===== config.mk =====
export PLATFORM = sky130hd
export DESIGN_NAME = cby_param
export DESIGN_NICKNAME = d
export VERILOG_FILES = /design/src/rtl/cby_param.sv
export SDC_FILE = /design/constraint.sdc
export NUM_CORES = 1
export LEC_CHECK = 0
export ABC_CLOCK_PERIOD_IN_PS = 2900
export CELL_PAD_IN_SITES_DETAIL_PLACEMENT = 0
export CELL_PAD_IN_SITES_GLOBAL_PLACEMENT = 2
export CORE_UTILIZATION = 27
export CTS_BUF_LIST = sky130_fd_sc_hd__clkbuf_4 sky130_fd_sc_hd__clkbuf_8
export DETAILED_ROUTE_END_ITERATION = 6
export HOLD_SLACK_MARGIN = 0.12
export PLACE_DENSITY = 0.95
export REMOVE_ABC_BUFFERS = 1
export SLEW_MARGIN = 10
export SYNTH_ARGS = -nofsm -noshare
export SYNTH_HDL_FRONTEND = slang
export SYNTH_SLANG_ARGS = --single-unit

===== constraint.sdc =====
create_clock -name prog_clk -period 2.9 [get_ports prog_clk]
set_input_delay 0.725 -clock prog_clk [delete_from_list [all_inputs] [get_ports prog_clk]]
set_output_delay 0.725 -clock prog_clk [all_outputs]
set_load 0.005 [all_outputs]

===== src/rtl/cby_param.sv =====
// Parametrised Y-direction connection block: vertical channel pass-through plus
// NUM_IPIN gated pin muxes whose selects are loaded serially over prog_clk.
module cby_param #(
   parameter int CHAN_W   = 20,
   parameter int NUM_IPIN = 7,
   parameter int MUX_SIZE = 8
) (
   input  logic                prog_clk,
   input  logic                pReset,
   input  logic                ccff_en,
   input  logic                ccff_head,
   output logic                ccff_tail,
   input  logic [CHAN_W-1:0]   chany_bottom_in,
   input  logic [CHAN_W-1:0]   chany_top_in,
   output logic [CHAN_W-1:0]   chany_top_out,
   output logic [CHAN_W-1:0]   chany_bottom_out,
   output logic [NUM_IPIN-1:0] ipin_out,
   output logic                cfg_done
);

   localparam int SEL_W    = $clog2(MUX_SIZE);
   localparam int CFG_BITS = NUM_IPIN * SEL_W;
   localparam int STRIDE   = CHAN_W / (MUX_SIZE / 2);
   localparam int CNT_W    = $clog2(CFG_BITS + 1);
   localparam logic [CNT_W-1:0] CNT_MAX = CNT_W'(CFG_BITS);

   logic [CFG_BITS-1:0] cfg_q, cfg_d;
   logic [CNT_W-1:0]    cnt_q, cnt_d;
   logic                done_q, done_d;
   logic                tail_q, tail_d;

   logic [MUX_SIZE-1:0] mux_in_s [NUM_IPIN];
   logic [SEL_W-1:0]    sel_s    [NUM_IPIN];

   assign chany_top_out    = chany_bottom_in;
   assign chany_bottom_out = chany_top_in;

   // Chain shift, saturating bit count and done flag; everything holds while disabled.
   always_comb begin
      cfg_d  = cfg_q;
      cnt_d  = cnt_q;
      tail_d = tail_q;
      done_d = done_q;
      if (ccff_en) begin
         cfg_d  = {cfg_q[CFG_BITS-2:0], ccff_head};
         tail_d = cfg_q[CFG_BITS-1];
         if (cnt_q != CNT_MAX) begin
            cnt_d = cnt_q + CNT_W'(1);
         end else begin
            cnt_d = cnt_q;
         end
      end else begin
         cfg_d = cfg_q;
      end
      if (cnt_d == CNT_MAX) begin
         done_d = 1'b1;
      end else begin
         done_d = done_q;
      end
   end

   // Configuration state register; reset discards any partially loaded frame.
   always_ff @(posedge prog_clk or posedge pReset) begin
      if (pReset) begin
         cfg_q  <= '0;
         cnt_q  <= '0;
         done_q <= 1'b0;
         tail_q <= 1'b0;
      end else begin
         cfg_q  <= cfg_d;
         cnt_q  <= cnt_d;
         done_q <= done_d;
         tail_q <= tail_d;
      end
   end

   assign ccff_tail = tail_q;
   assign cfg_done  = done_q;

   // Input pair p of pin k taps track (k + p*STRIDE) mod CHAN_W; even from below, odd from above.
   for (genvar k = 0; k < NUM_IPIN; k++) begin : g_pin
      for (genvar j = 0; j < MUX_SIZE; j++) begin : g_in
         localparam int T = (k + (j / 2) * STRIDE) % CHAN_W;
         if ((j % 2) == 0) begin : g_bot
            assign mux_in_s[k][j] = chany_bottom_in[T];
         end else begin : g_top
            assign mux_in_s[k][j] = chany_top_in[T];
         end
      end
      assign sel_s[k]    = cfg_q[k*SEL_W +: SEL_W];
      assign ipin_out[k] = (done_q && !ccff_en) ? mux_in_s[k][sel_s[k]] : 1'b0;
   end

endmodule

# --- Word-level counts from Yosys, hierarchy flattened ---
# Index checks and enable logic that the tools add are counted.
word_totals:
  reg_bits: 28
  latch_bits: 0
  ramBits: 0
  rom_bits: 0
  inputBits: 44
  output_inout_bits: 49
  elab_cells: 39
  mem_count: 0
op_classes:
  addsub: 1
  n_mul: 0
  div_mod_pow: 0
  order_cmp: 7
  eq_ne: 2
  n_shift: 0
  mux: 23
  bitwise: 0
  n_reduce_logical: 2
ops:
  columns: ["op", "n"]
  rows:
  - ["$lt 3x4->1 const B", 7]
  - ["$bmux 1 s3", 7]
  - ["$mux 1", 14]
  - ["$mux 5", 2]
  - ["$add 5x1->5 const B", 1]
  - ["$eq 5x5->1 const B", 1]
  - ["$ne 5x5->1 const B", 1]
  - ["$logic_and 1x1->1", 1]
  - ["$logic_not 1->1", 1]

# --- Depth between registers and ports, before layout ---
depth:
  ltp_word: 4
  depth_mapped: 6
  mapped_depth_nobuf: 6

# --- Worst setup path before layout ---
# Ideal clock, no wire load.
synth_timing:
  path_type: "in2out"
  start: "in chany_top_in[15]"
  end: "out ipin_out[0]"
  t_arrival_ns: 1.352
  required_ns: 2.175
  setup_slack_ns: 0.823
  stages: 3
  n_path_buf: 0
  cell_sequence: "mux4_2 mux2i_1 nor2_1"
synth_via:
  elab_chain_cells: 3
synth_lines:
  columns: ["item", "line_no", "source"]
  rows:
  - ["start, declared", "14", "input logic [CHAN_W-1:0] chany_top_in,"]
  - ["$bmux 1 s3", "91", "assign ipin_out[k] = (done_q && !ccff_en) ? mux_in_s[k][sel_s[k]] : 1'b0;"]
  - ["$mux 1 (not written as such)", "91", null]
  - ["$mux 1", "91", null]
  - ["end, declared", "17", "output logic [NUM_IPIN-1:0] ipin_out,"]
# No other way between the ends. The select of a mux whose other input is x is not followed.

# --- Worst setup path after layout ---
layout_timing:
  start: "in chany_top_in[10]"
  end: "out ipin_out[5]"
# The elaborated chain is that of the path after synthesis.

==> flow_summary.json <==
{
  "outcome": "complete, but fails checks",
  "violations": "DRC",
  "worst_pin_slew_ns": 0.407,
  "synth_top_area_share": 0.379,
  "synth.avg_cell_area_sq_um": 12.9,
  "ios": 93,
  "dp.cells": 275,
  "cts_tree": "built",
  "ys_ff_latch": 28,
  "syn2layout_area_growth_pct": 43.9,
  "grtUsageTotal": 0.109,
  "gp_congestion": 0.694,
  "path_max_fanout": 3,
  "ys_top_cells_by_area": "dfrtp_1 38%, mux4_2 17%, buf_4 16%, mux2_2 13%, mux2i_1 4.3%",
  "fillCellCount": 621,
  "worstPathCellList": "clkdlybuf4s50_1 -> mux4_2 -> mux2i_1 -> nor2_1 -> dlygate4sd2_1",
  "crit_path_max_incr_delay_ns": 0.47,
  "fin_skew_ns": 0.00616,
  "syn_area_sq_um": 1850,
  "final_cell_mix": "76 x clkdlybuf4s50_1, 28 x dfrtp_1, 22 x mux2_2, 14 x mux4_2, 10 x dlygate4sd2_1",
  "stdcell_count": 279,
  "grt_overflow": 0,
  "yosysTopAreaCell": "dfrtp_1",
  "ys_types": 21,
  "vias": 1286,
  "numCtsBuffers": 3,
  "hold_viol_final": 0,
  "postLayoutCellArea_sq_um": 2660,
  "final_common_cell": "clkdlybuf4s50_1",
  "coreArea_sq_um": 6490,
  "final_antenna_net_count": 0,
  "placed_cell_area_sq_um": 2590,
  "ys_warn_count": 0,
  "power.leakage_nw": 1.17,
  "setup_slack_ns": 0.0697,
  "cts-root-buf": "clkbuf_8",
  "cpMaxStageDelayCell": "mux4_2",
  "timing.fmax_mhz": 353,
  "worstSetupEndpointType": "primary output",
  "reg2reg_from": "cnt_q[1]",
  "insertion_delay_ns": 0.28,
  "tns_ns": 0,
  "antennaDiodeCount": 0,
  "grt_max_degree": 29,
  "crit_arrival_ns": 2.11,
  "p_per_area_nw_per_um2": 655,
  "finalSetupViolCount": 0,
  "io_buffers": 92,
  "wl_um": 3800,
  "drive_above_1_share": 0.238,
  "ys_seq_area_frac": 0.379,
  "max-cap-violations": 0,
  "max-vdd-ir-drop_uv": 232,
  "rows": 29,
  "place_ws_ns": -0.167,
  "start_util": 0.285,
  "die_height_um": 84.8,
  "maxSlewHeadroom": 0.726,
  "min_period_ns": 2.83,
  "dieArea_sq_um": 7190,
  "crit_start": "chany_top_in[10]",
  "syn_inst": 144,
  "final-max-slew-violation-count": 0,
  "hold_path_class": "register to register",
  "cts_sinks": 28,
  "crit_type": "input port to primary output",
  "dp_hpwl_um": 3050,
  "nNetsFinal": 249,
  "drtIter0Drc": 66,
  "drtPass1Iterations": 7,
  "timing.final.crit_share": 0.976,
  "crit_family": "buffers and inverters",
  "hp-start": "ccff_tail",
  "wl_per_cell_um": 13.6,
  "antenna_found_initial": 0,
  "path_buf_inv": 2,
  "final_core_util": 0.410,
  "rsz0062_at_grt": "no",
  "h-tree-depth": 1,
  "worstPathRequired_ns": 2.17,
  "viasPerCell": 4.61,
  "drc": 9,
  "clk_pin_slew_ns": 0.09,
  "grt_first_pass_wirelength_um": 6180,
  "clockBufferDepth": 2,
  "critPathLaunchType": "input port",
  "die_w_um": 84.8,
  "first_global_vias": 1332
}
## power by group
group	switching, W	total, W	internal [W]
combinational	0.000220	0.000696	0.000476
clock	0.000120	0.000305	0.000185
sequential	0.000190	0.000744	0.000554
## timing repair
item | CTS | global route
resized for setup | 10 | 6
buffers inserted | 0 | 0
hold buffers | 0 | 0
endpoints found under the hold margin | 0 | 0
endpoints found under the setup margin | 7 | 2
## stage by stage
| stage | hold slack, ns | total power [W] |
|---|---|---|
| after global placement | 0.496 | 0.00147 |
| final | 0.518 | 0.00175 |
| after floorplan | 0.479 | 0.00116 |
| after global routing | 0.553 | 0.00187 |
| after detailed placement | 0.509 | 0.00149 |
| after CTS | 0.531 | 0.00177 |
## layer usage
layer	global-route usage	up-vias	share of wire
met5	0	-	0
met4	0.0416	0	0.013
met3	0.0315	4	0.093
met2	0.180	60	0.46
met1	0.135	627	0.43
li1	-	595	-
## logic make-up (layout without fill, tap and decap cells)
logic type	count (synthesis)	in the layout	share of synthesized area
buf+inv	49	107	0.183
flops	28	28	0.379
compound gates	6	6	0.0298
mux	44	44	0.348
xor+xnor	2	2	0.00947
simple gates	13	13	0.0385
fa+ha+maj	2	2	0.0135
## area by class of cell
class,instances,area [sq um],area share
clock buffer,3,41.3,0.0155
clock inverter,1,30.0,0.0113
timing repair buffer,97,961,0.361
tap,77,96.3,0.0362
inverter,6,22.5,0.00845
sequential,28,701,0.263
multi-input combinational,67,812,0.305
## worst register-to-register path: cells and delay by family (launching register included)
kind,cells,cell delay (ns)
AOI/OAI and AO/OA,2,0.51
and+or+nand+nor,1,0.10
DFF,1,0.40
muxes,1,0.13
buffers and inverters,1,0.08
adders and majority gates,1,0.20
## synthesized netlist by cell type
cell	n
buf_4	40
o41ai_2	1
nand3b_4	1
inv_1	6
mux2i_1	8
o21ai_0	1
o21ai_4	1
buf_2	3
o31ai_1	1
nor2_1	7
and3_1	1
mux4_2	14
mux2_2	22
xnor2_1	1
nand3_1	1
dfrtp_1	28
xor2_1	1
nand4_1	1
ha_1	2
a21oi_1	2
nand2_1	2
## registers in the layout, summed over array words and instances, names as in the netlist
register,flops
ccff_tail,1
cfg_q,21
cfg_done,1
cnt_q,5
## final timing paths
kind	endpoint	cells past startpoint	slack, ns
max in group asynchronous	cfg_q[20]	3	1.84
hold / removal	ccff_tail	1	0.52
setup / recovery	ipin_out[5]	5	0.07
min in group asynchronous	cfg_q[14]	3	0.80
hold reg to reg	ccff_tail	1	0.52
setup reg to reg	cfg_done	6	1.39
(Power assumes the default switching activity.)
